$ cat src/rtl/count_enable_pkg.sv
// Shared types and defaults for the counter enable generator.
package count_enable_pkg;

  typedef enum logic {
    IDLE = 1'b0,
    RUN  = 1'b1
  } state_t;

  localparam int unsigned SYNC_STAGES_DEF     = 2;
  localparam int unsigned DEBOUNCE_CYCLES_DEF = 4;
  localparam int unsigned PRESCALE_DEF        = 3;

  localparam logic MODE_HOLD   = 1'b0;
  localparam logic MODE_TOGGLE = 1'b1;

endpackage

$ cat src/rtl/btn_debounce.sv
// Button synchroniser and debouncer; reports the debounced level and a
// single-cycle press strobe on each accepted 0->1 transition.
module btn_debounce
  import count_enable_pkg::*;
#(
  parameter int unsigned SYNC_STAGES     = SYNC_STAGES_DEF,
  parameter int unsigned DEBOUNCE_CYCLES = DEBOUNCE_CYCLES_DEF
) (
  input  logic clk,
  input  logic reset,
  input  logic btn_in,
  output logic btn_stable,
  output logic press
);

  localparam int unsigned DBW = $clog2(DEBOUNCE_CYCLES + 1);
  localparam logic [DBW-1:0] DB_MAX = DBW'(DEBOUNCE_CYCLES - 1);

  logic [SYNC_STAGES-1:0] sync_q;
  logic                   sync;
  logic [DBW-1:0]         db_cnt;

  assign sync = sync_q[SYNC_STAGES-1];

  // Shift the raw button level through the synchroniser chain.
  always_ff @(posedge clk) begin
    if (reset) begin
      sync_q <= '0;
    end else begin
      sync_q <= {sync_q[SYNC_STAGES-2:0], btn_in};
    end
  end

  // Accept a new level only after DEBOUNCE_CYCLES consecutive differing
  // samples. press is registered at the same edge btn_stable rises, so it
  // is high exactly in the first cycle that btn_stable reads 1.
  always_ff @(posedge clk) begin
    if (reset) begin
      btn_stable <= 1'b0;
      db_cnt     <= '0;
      press      <= 1'b0;
    end else begin
      press <= 1'b0;
      if (sync == btn_stable) begin
        db_cnt <= '0;
      end else if (db_cnt == DB_MAX) begin
        btn_stable <= sync;
        db_cnt     <= '0;
        press      <= sync;
      end else begin
        db_cnt <= db_cnt + 1'b1;
      end
    end
  end

endmodule

$ cat src/rtl/count_enable_gen.sv
// Counter enable generator: debounced button drives a run/idle FSM, and a
// prescaler emits one enable pulse per PRESCALE cycles while running.
module count_enable_gen
  import count_enable_pkg::*;
#(
  parameter int unsigned SYNC_STAGES     = SYNC_STAGES_DEF,
  parameter int unsigned DEBOUNCE_CYCLES = DEBOUNCE_CYCLES_DEF,
  parameter int unsigned PRESCALE        = PRESCALE_DEF
) (
  input  logic clk,
  input  logic reset,
  input  logic btn_in,
  input  logic mode,
  output logic btn_stable,
  output logic running,
  output logic enable
);

  localparam int unsigned PW = (PRESCALE > 1) ? $clog2(PRESCALE) : 1;
  localparam logic [PW-1:0] PRE_MAX = PW'(PRESCALE - 1);

  state_t        state;
  state_t        state_next;
  logic          press;
  logic [PW-1:0] pre_cnt;

  btn_debounce #(
    .SYNC_STAGES     (SYNC_STAGES),
    .DEBOUNCE_CYCLES (DEBOUNCE_CYCLES)
  ) u_debounce (
    .clk        (clk),
    .reset      (reset),
    .btn_in     (btn_in),
    .btn_stable (btn_stable),
    .press      (press)
  );

  // FSM state register.
  always_ff @(posedge clk) begin
    if (reset) begin
      state <= IDLE;
    end else begin
      state <= state_next;
    end
  end

  // Next-state: hold-to-run follows the level, toggle mode flips on press.
  always_comb begin
    state_next = state;
    case (state)
      IDLE: begin
        if (mode == MODE_TOGGLE) begin
          if (press) state_next = RUN;
        end else begin
          if (btn_stable) state_next = RUN;
        end
      end
      RUN: begin
        if (mode == MODE_TOGGLE) begin
          if (press) state_next = IDLE;
        end else begin
          if (!btn_stable) state_next = IDLE;
        end
      end
      default: state_next = IDLE;
    endcase
  end

  // Prescaler: free-runs modulo PRESCALE in RUN, parked at 0 otherwise.
  always_ff @(posedge clk) begin
    if (reset) begin
      pre_cnt <= '0;
    end else if (state == RUN) begin
      pre_cnt <= (pre_cnt == PRE_MAX) ? '0 : pre_cnt + 1'b1;
    end else begin
      pre_cnt <= '0;
    end
  end

  // Registered outputs; enable requires staying in RUN so no pulse
  // escapes on the edge that leaves RUN.
  always_ff @(posedge clk) begin
    if (reset) begin
      running <= 1'b0;
      enable  <= 1'b0;
    end else begin
      running <= (state_next == RUN);
      enable  <= (state == RUN) && (state_next == RUN) && (pre_cnt == PRE_MAX);
    end
  end

endmodule
$ cat config.mk
export PLATFORM = sky130hd
export DESIGN_NAME = count_enable_gen
export DESIGN_NICKNAME = d
export VERILOG_FILES = /design/src/rtl/count_enable_pkg.sv /design/src/rtl/btn_debounce.sv /design/src/rtl/count_enable_gen.sv
export SDC_FILE = /design/constraint.sdc
export NUM_CORES = 1
export LEC_CHECK = 0
export ABC_AREA = 1
export CORE_AREA = 3 3 40 42
export DETAILED_ROUTE_END_ITERATION = 10
export DIE_AREA = 0 0 43 45
export GPL_TIMING_DRIVEN = 1
export PLACE_DENSITY = 0.56
export SYNTH_ARGS = -nofsm -noshare
export SYNTH_HDL_FRONTEND = slang
export SYNTH_SLANG_ARGS = --single-unit
export TNS_END_PERCENT = 1
$ cat constraint.sdc
create_clock -name clk -period 1.29 [get_ports clk]
set_input_delay 0.258 -clock clk [delete_from_list [all_inputs] [get_ports clk]]
set_output_delay 0.258 -clock clk [all_outputs]
set_load 0.005 [all_outputs]
Yosys cells after proc, flatten, opt, wreduce, memory -nomap -nowiden
Index checks and enable logic that the tools add are counted.

storage, ports and cells
  bits in registers = 11
  input bits = 4
  output and inout bits = 3

operators by class
  add/subtract/negate cells = 2
  equal/unequal tests = 3
  multiplexer cells = 6
  bitwise operators = 3
  reductions and logical operators = 6

operators with widths
  operator                                                                number
  3-bit OR reduction                                                      3
  1-bit 2-to-1 mux                                                        5
  3-bit by 1-bit adder with 3-bit output (second input constant)          1
  3-bit by 2-bit equality test with 1-bit output (second input constant)  1
  1-bit inverter                                                          3
  2-bit by 1-bit adder with 2-bit output (second input constant)          1
  2-bit equality test (second input constant)                             1
  1-bit logical AND                                                       2
  1-bit case mux with 2 select lines                                      1
  2-bit AND reduction                                                     1
  1-bit equality test                                                     1

Longest topological paths before layout
Gate-level depths: netlist (run 1).

  word-level depth = 5
  depth in mapped cells = 6
  gate-level depth less buffers = 6

Modules after synthesis
A second synthesis (run 1) with hierarchy kept.

unflattened totals
  cell total of the unflattened synthesis = 51
  area total of the unflattened synthesis = 417.9 µm²

by module, submodules not included
  module            instances  cells an instance  area an instance (µm²)  sequential area each (µm²)
  btn_debounce      1          29                 259.0                   140.1
  count_enable_gen  1          22                 158.9                   80.1

Worst setup path after synthesis (run 1)
No wires, ideal clock.

  kind = reg2reg
  start point = register u_debounce.db_cnt[0]
  end point = register u_debounce.db_cnt[0]
  setup time = 0.065 ns
  arrival = 0.891 ns
  required time = 1.225 ns
  slack = 0.334 ns
  cell stages (with the launch flop) = 6
  buffers on the path = 0
  cell sequence = dfxtp_1 > ha_1 > ha_1 > inv_1 > nand3_1 > nor2_1

between the ends
  longest elaborated chain between the ends = 2
  elaborated cells between the ends (all ways) = 3

ends and longest elaborated chain
  what                                                                            RTL line            text
  start, declared                                                                 btn_debounce.sv:21  logic [DBW-1:0] db_cnt;
  start signal, assigned                                                          btn_debounce.sv:51  db_cnt <= db_cnt + 1'b1;
  branches (longest 2 deep; another with 3-bit by 1-bit adder with 3-bit output)  --

Parallel ways; which one is timed is not known.
A chain may end at the register's enable or synchronous reset.

Final worst setup path (run 1)
  start point = register u_debounce.btn_stable
  end point = output port btn_stable

RTL lines
  what                    RTL line                text
  start, declared         btn_debounce.sv:12      output logic btn_stable,
  start signal, assigned  btn_debounce.sv:47      btn_stable <= sync;
  end, declared           count_enable_gen.sv:14  output logic btn_stable,

No word-level cell between the ends.

==> results of run 1 <==
## worst paths after layout
path / start / end / slack [ns] / cells after the start
max: u_debounce.btn_stable$_SDFFE_PP0P_ / btn_stable / 0.20 / 1
min: u_debounce.sync_q[0]$_SDFF_PP0_ / u_debounce.sync_q[1]$_SDFF_PP0_ / 0.42 / 2
max reg2reg: u_debounce.db_cnt[0]$_SDFF_PP0_ / u_debounce.db_cnt[0]$_SDFF_PP0_ / 0.24 / 5
min reg2reg: u_debounce.sync_q[0]$_SDFF_PP0_ / u_debounce.sync_q[1]$_SDFF_PP0_ / 0.42 / 2
## final cells by class
class | instances | area, sq um
clock buffers | 4 | 26.3
fillers | 140 | 759
inverters | 9 | 33.8
multi-input cells | 27 | 146
flip-flops and latches | 11 | 221
well taps | 15 | 18.8
repair buffers | 9 | 78.8
## cells in the mapped netlist
cell / n / area share
dfxtp_1: 11 / 0.55
or2_0: 2 / 0.031
nand3b_1: 2 / 0.037
a21oi_1: 2 / 0.025
inv_1: 9 / 0.084
nand2_1: 5 / 0.047
nor2_1: 10 / 0.094
o21ai_0: 1 / 0.012
ha_1: 3 / 0.094
nand3_1: 2 / 0.025
## layer usage
metal | part of all wire | vias up | routed length, um | global-route usage
met5 | 0 | - | 0 | 0
met4 | 0.027 | 0 | 15 | 0.0723
met3 | 0.058 | 2 | 33 | 0.0239
met2 | 0.40 | 7 | 229 | 0.0988
met1 | 0.51 | 122 | 287 | 0.100
li1 | - | 169 | - | -
## logic make-up (layout without fill, tap and decap cells)
kind of cell,after synthesis,count (layout)
simple gates,21,21
compound gates,3,3
buf+inv,9,22
flops,11,11
fa+ha+maj,3,3
## stage by stage
| stage | hold slack (ns) | cells |
|---|---|---|
| after floorplan | 0.327 | 47 |
| after global placement | 0.397 | 70 |
| after detailed placement | 0.404 | 70 |
| after CTS | 0.416 | 75 |
| after global routing | 0.434 | 75 |
| final | 0.416 | 75 |
## what timing repair did
item	in CTS	in global routing
endpoints found under the setup margin	3	0
resized for setup	4	0
setup buffers	1	0
## flip-flops by register name (all words and copies together) (netlist names)
name and flops:
running 1, u_debounce.db_cnt 3, pre_cnt 2, enable 1, u_debounce.btn_stable 1, u_debounce.press 1, u_debounce.sync_q 2
## power by group through the flow
stage          Clock, mW  Sequential, mW  Combinational, mW
2_1_floorplan          0           0.358             0.0133
3_3_place_gp           0           0.357             0.0360
3_5_place_dp           0           0.357             0.0362
4_1_cts            0.242           0.349             0.0353
5_1_grt            0.251           0.350             0.0393
6_report           0.232           0.349             0.0345
==> results.cfg, run 1 <==
[synth]
synth_compound_area_frac = 0.0375
ys_seq_area_frac = 0.550
ys_warn_count = 0
ys_types = 10
synth_top_family_by_area = simple AND/OR/NAND/NOR gates
syn-cell-area_sq_um = 400
synth-seq-cells = 11
muxShareOfSynthArea = 0
syn_nets = 54
yosys.area_share.adder = 0.0938
synthCells = 47
synth_xor_xnor_area_share = 0
yosys.area_share.simple = 0.234
synth_area_per_cell_sq_um = 8.52

[sta]
min_period_over_period = 0.845
slew_headroom = 0.904
report.final.slew_viol_count = 0
setup_slack_ns = 0.199
max_freq_mhz = 917
worstMarginPinSlew_ns = 0.143
hold_violations = 0
skew_ns = 0.00138
setup_tns_ns = 0
setup_viol = 0
min_period_ns = 1.09
rsz0062_at_grt = false

[hold_path]
hp-class = flip-flop to flip-flop

[placed_design]
dp_hpwl_um = 448
dpl_cell_area_sq_um = 494
port_buffers = 6
finalWeightedCongestion = 0.662
dp_slack_ns = 0.131

[floorplan]
core_sq_um = 1280
start_util = 0.312
rows = 13
die_w_um = 43
die_y_um = 45
die_area_sq_um = 1940
pin_count = 7

[global_route]
grt_util_all_layers = 0.0771
grt_pass1_wl_um = 1060
grt_max_degree = 7
antenna_found_initial = 0
gr-total-overflow = 0
grt_pass1_vias = 272

[run]
cap_violations = 0

[power]
seq_power_share = 0.567
clkPwrFrac = 0.377
powerDensity_nw_per_um2 = 1170
internal_power_mw = 0.485
finalPower_mw = 0.615
vdd_drop_max_mv = 0.572
power.switching_mw = 0.130
cellLeakagePower_nw = 0.241
power.share.combinational = 0.056
swShare = 0.212

[cts]
cts_buffers = 3
cts.clk_slew.worst_paths_ns = 0.07
clock_latency_ns = 0.26
tritoncts = done
cts_sinks = 11
cts-hold-fix-buffers = 0
ctsLongestPathBuffers = 2
h-tree-depth = 1
cts_root_buf = clkbuf_4

[finish]
final_cell_mix = nor2_1, dfxtp_1, inv_1, nand2_1
final_util = 0.409
nets = 68
postLayoutCellArea_sq_um = 526
syn_to_final_growth_pct = 31.3
drive_gt1_frac = 0.117
diodes = 0

[critical_path]
slowest_stage = dfxtp_2
end_kind = output pin
crit_fanout = 2
cp_top_family = flip-flops
crit_buf_inv = 1
crit_required_ns = 1.03
worstSetupPathType = flip-flop to output pin
slowest_delay_ns = 0.32
start_kind = flip-flop
cp.arrival_ns = 0.83
path_cells = dlygate4sd2_1

[routing]
drc_errors = 0
vias_per_cell = 4.00
drtPass1Iterations = 2
drt_iter0_drc = 4
postRouteAntennaNets = 0
wl_um = 566
routed-via-count = 300
wl_per_cell_um = 7.55

[outcome]
status = finished clean
(Power assumes the default switching activity.)
==> run 2: changes to the inputs <==
Settings changed: PLACE_DENSITY 0.56 to 0.58.
Clock period 1.29 ns to 0.9 ns, I/O delays scaled along.
==> results.cfg, run 2 (same netlist as run 1, synthesis figures left out) <==
[critical_path]
start_kind = flip-flop
end_kind = flip-flop
crit_required_ns = 1.09
worstSetupPathType = flip-flop to flip-flop
crit_fanout = 2
cp.arrival_ns = 1.14

[finish]
regMostFlops = u_debounce.db_cnt
postLayoutCellArea_sq_um = 549
final_cell_mix = nor2_1, inv_1, dfxtp_1, nand2_1, dfxtp_2
syn_to_final_growth_pct = 37.2
fillers = 138
final_common_cell = nor2_1
largest_registers = u_debounce.db_cnt: 3 flops, pre_cnt: 2 flops, u_debounce.sync_q: 2 flops
diodes = 0
largest_register_ffs = 3
nets = 68
drive_gt1_frac = 0.300

[routing]
drtPass1Iterations = 1
routed-via-count = 313
postRouteAntennaNets = 0
wl_per_cell_um = 8.63
wl_um = 647
drt_iter0_drc = 0
drc_errors = 0
vias_per_cell = 4.17

[sta]
skew_ns = 0.00530
min_period_ns = 0.953
report.final.slew_viol_count = 0
setup_tns_ns = -0.172
setup_viol = 5
hold_violations = 0
setup_slack_ns = -0.0526
worstMarginPinSlew_ns = 0.141
slew_headroom = 0.906
min_period_over_period = 1.06
hold_ws_ns = 0.404
max_freq_mhz = 1050
rsz0062_at_grt = true

[placed_design]
port_buffers = 6
dp_hpwl_um = 507
dpl_cell_area_sq_um = 534
finalWeightedCongestion = 0.622

[cts]
cts_root_buf = clkbuf_4
clock_latency_ns = 0.26
cts_buffers = 3
tritoncts = done
h-tree-depth = 1
cts-hold-fix-buffers = 0
cts.clk_slew.worst_paths_ns = 0.07
ctsLongestPathBuffers = 2
cts_sinks = 11
cts_setup_buffers = 0

[outcome]
status = finished with violations
violations = setup timing

[global_route]
grt_pass1_wl_um = 1110
grt_pass1_vias = 286
antenna_found_initial = 0
gr-total-overflow = 0
grt_max_degree = 7
grt_util_all_layers = 0.0819

[power]
finalPower_mw = 0.880
vdd_drop_max_mv = 0.764
powerDensity_nw_per_um2 = 1600
cellLeakagePower_nw = 0.234

[floorplan]
die_w_um = 43
pin_count = 7
die_y_um = 45
rows = 13
start_util = 0.312
core_sq_um = 1280
die_area_sq_um = 1940

[run]
cap_violations = 0

[hold_path]
hp-class = flip-flop to flip-flop
==> run 2: changes by cell type in the layout (fill, tap and decap cells not counted), sizes merged <==
| cell | delta |
|---|---|
| dlygate4sd2 | -3 |
| buf | +3 |
==> run 2: what timing repair did <==
action                     in CTS  in global routing
pin swaps                       0                  1
resized for setup              15                  0
setup endpoints to repair       9                  9
==> run 2: final timing paths <==
check | startpoint | endpoint | slack (ns) | depth (start not counted)
min | pre_cnt[0]$_SDFF_PP0_ | pre_cnt[0]$_SDFF_PP0_ | 0.40 | 1
max reg2reg | u_debounce.db_cnt[0]$_SDFF_PP0_ | u_debounce.btn_stable$_SDFFE_PP0P_ | -0.05 | 5
min reg2reg | pre_cnt[0]$_SDFF_PP0_ | pre_cnt[0]$_SDFF_PP0_ | 0.40 | 1
max | u_debounce.db_cnt[0]$_SDFF_PP0_ | u_debounce.btn_stable$_SDFFE_PP0P_ | -0.05 | 5
==> run 2: layout make-up <==
type | count | area [sq um] | share of cell area
Multi-Input combinational cell | 27 | 176 | 0.321
Timing Repair Buffer | 9 | 67.6 | 0.123
Sequential cell | 11 | 226 | 0.412
Clock buffer | 4 | 26.3 | 0.0478
Tap cell | 15 | 18.8 | 0.0342
Inverter | 9 | 33.8 | 0.0615
==> run 2: routing by layer <==
layer | track usage | routed length (um) | vias up
met3 | 0.0239 | 40 | 2
met4 | 0.0723 | 4 | 0
met2 | 0.138 | 304 | 6
met1 | 0.0827 | 298 | 136
met5 | 0 | 0 | -
li1 | - | - | 169
==> run 2: metrics by stage <==
step,worst slack (ns),util,std cells
after floorplan,0.0123,-,47
after CTS,-0.0602,0.427,75
final,-0.0526,0.427,75
after global routing,-0.108,0.427,75
after global placement,-0.140,0.416,71
after detailed placement,-0.166,0.416,71
==> run 2: power by group <==
part / leakage (nW) / switching, mW / internal [mW] / total [mW]
Clock: 0.0150 / 0.157 / 0.171 / 0.328
Combinational: 0.128 / 0.0224 / 0.0283 / 0.0507
Sequential: 0.0917 / 0.00518 / 0.497 / 0.502
Total: 0.234 / 0.184 / 0.696 / 0.880
==> run 2: critical path, stage by stage, from the launching register on <==
cell     delay, ns
dfxtp_2       0.34
ha_4          0.16
ha_4          0.15
inv_2         0.06
o21ai_1       0.06
a21oi_1       0.11
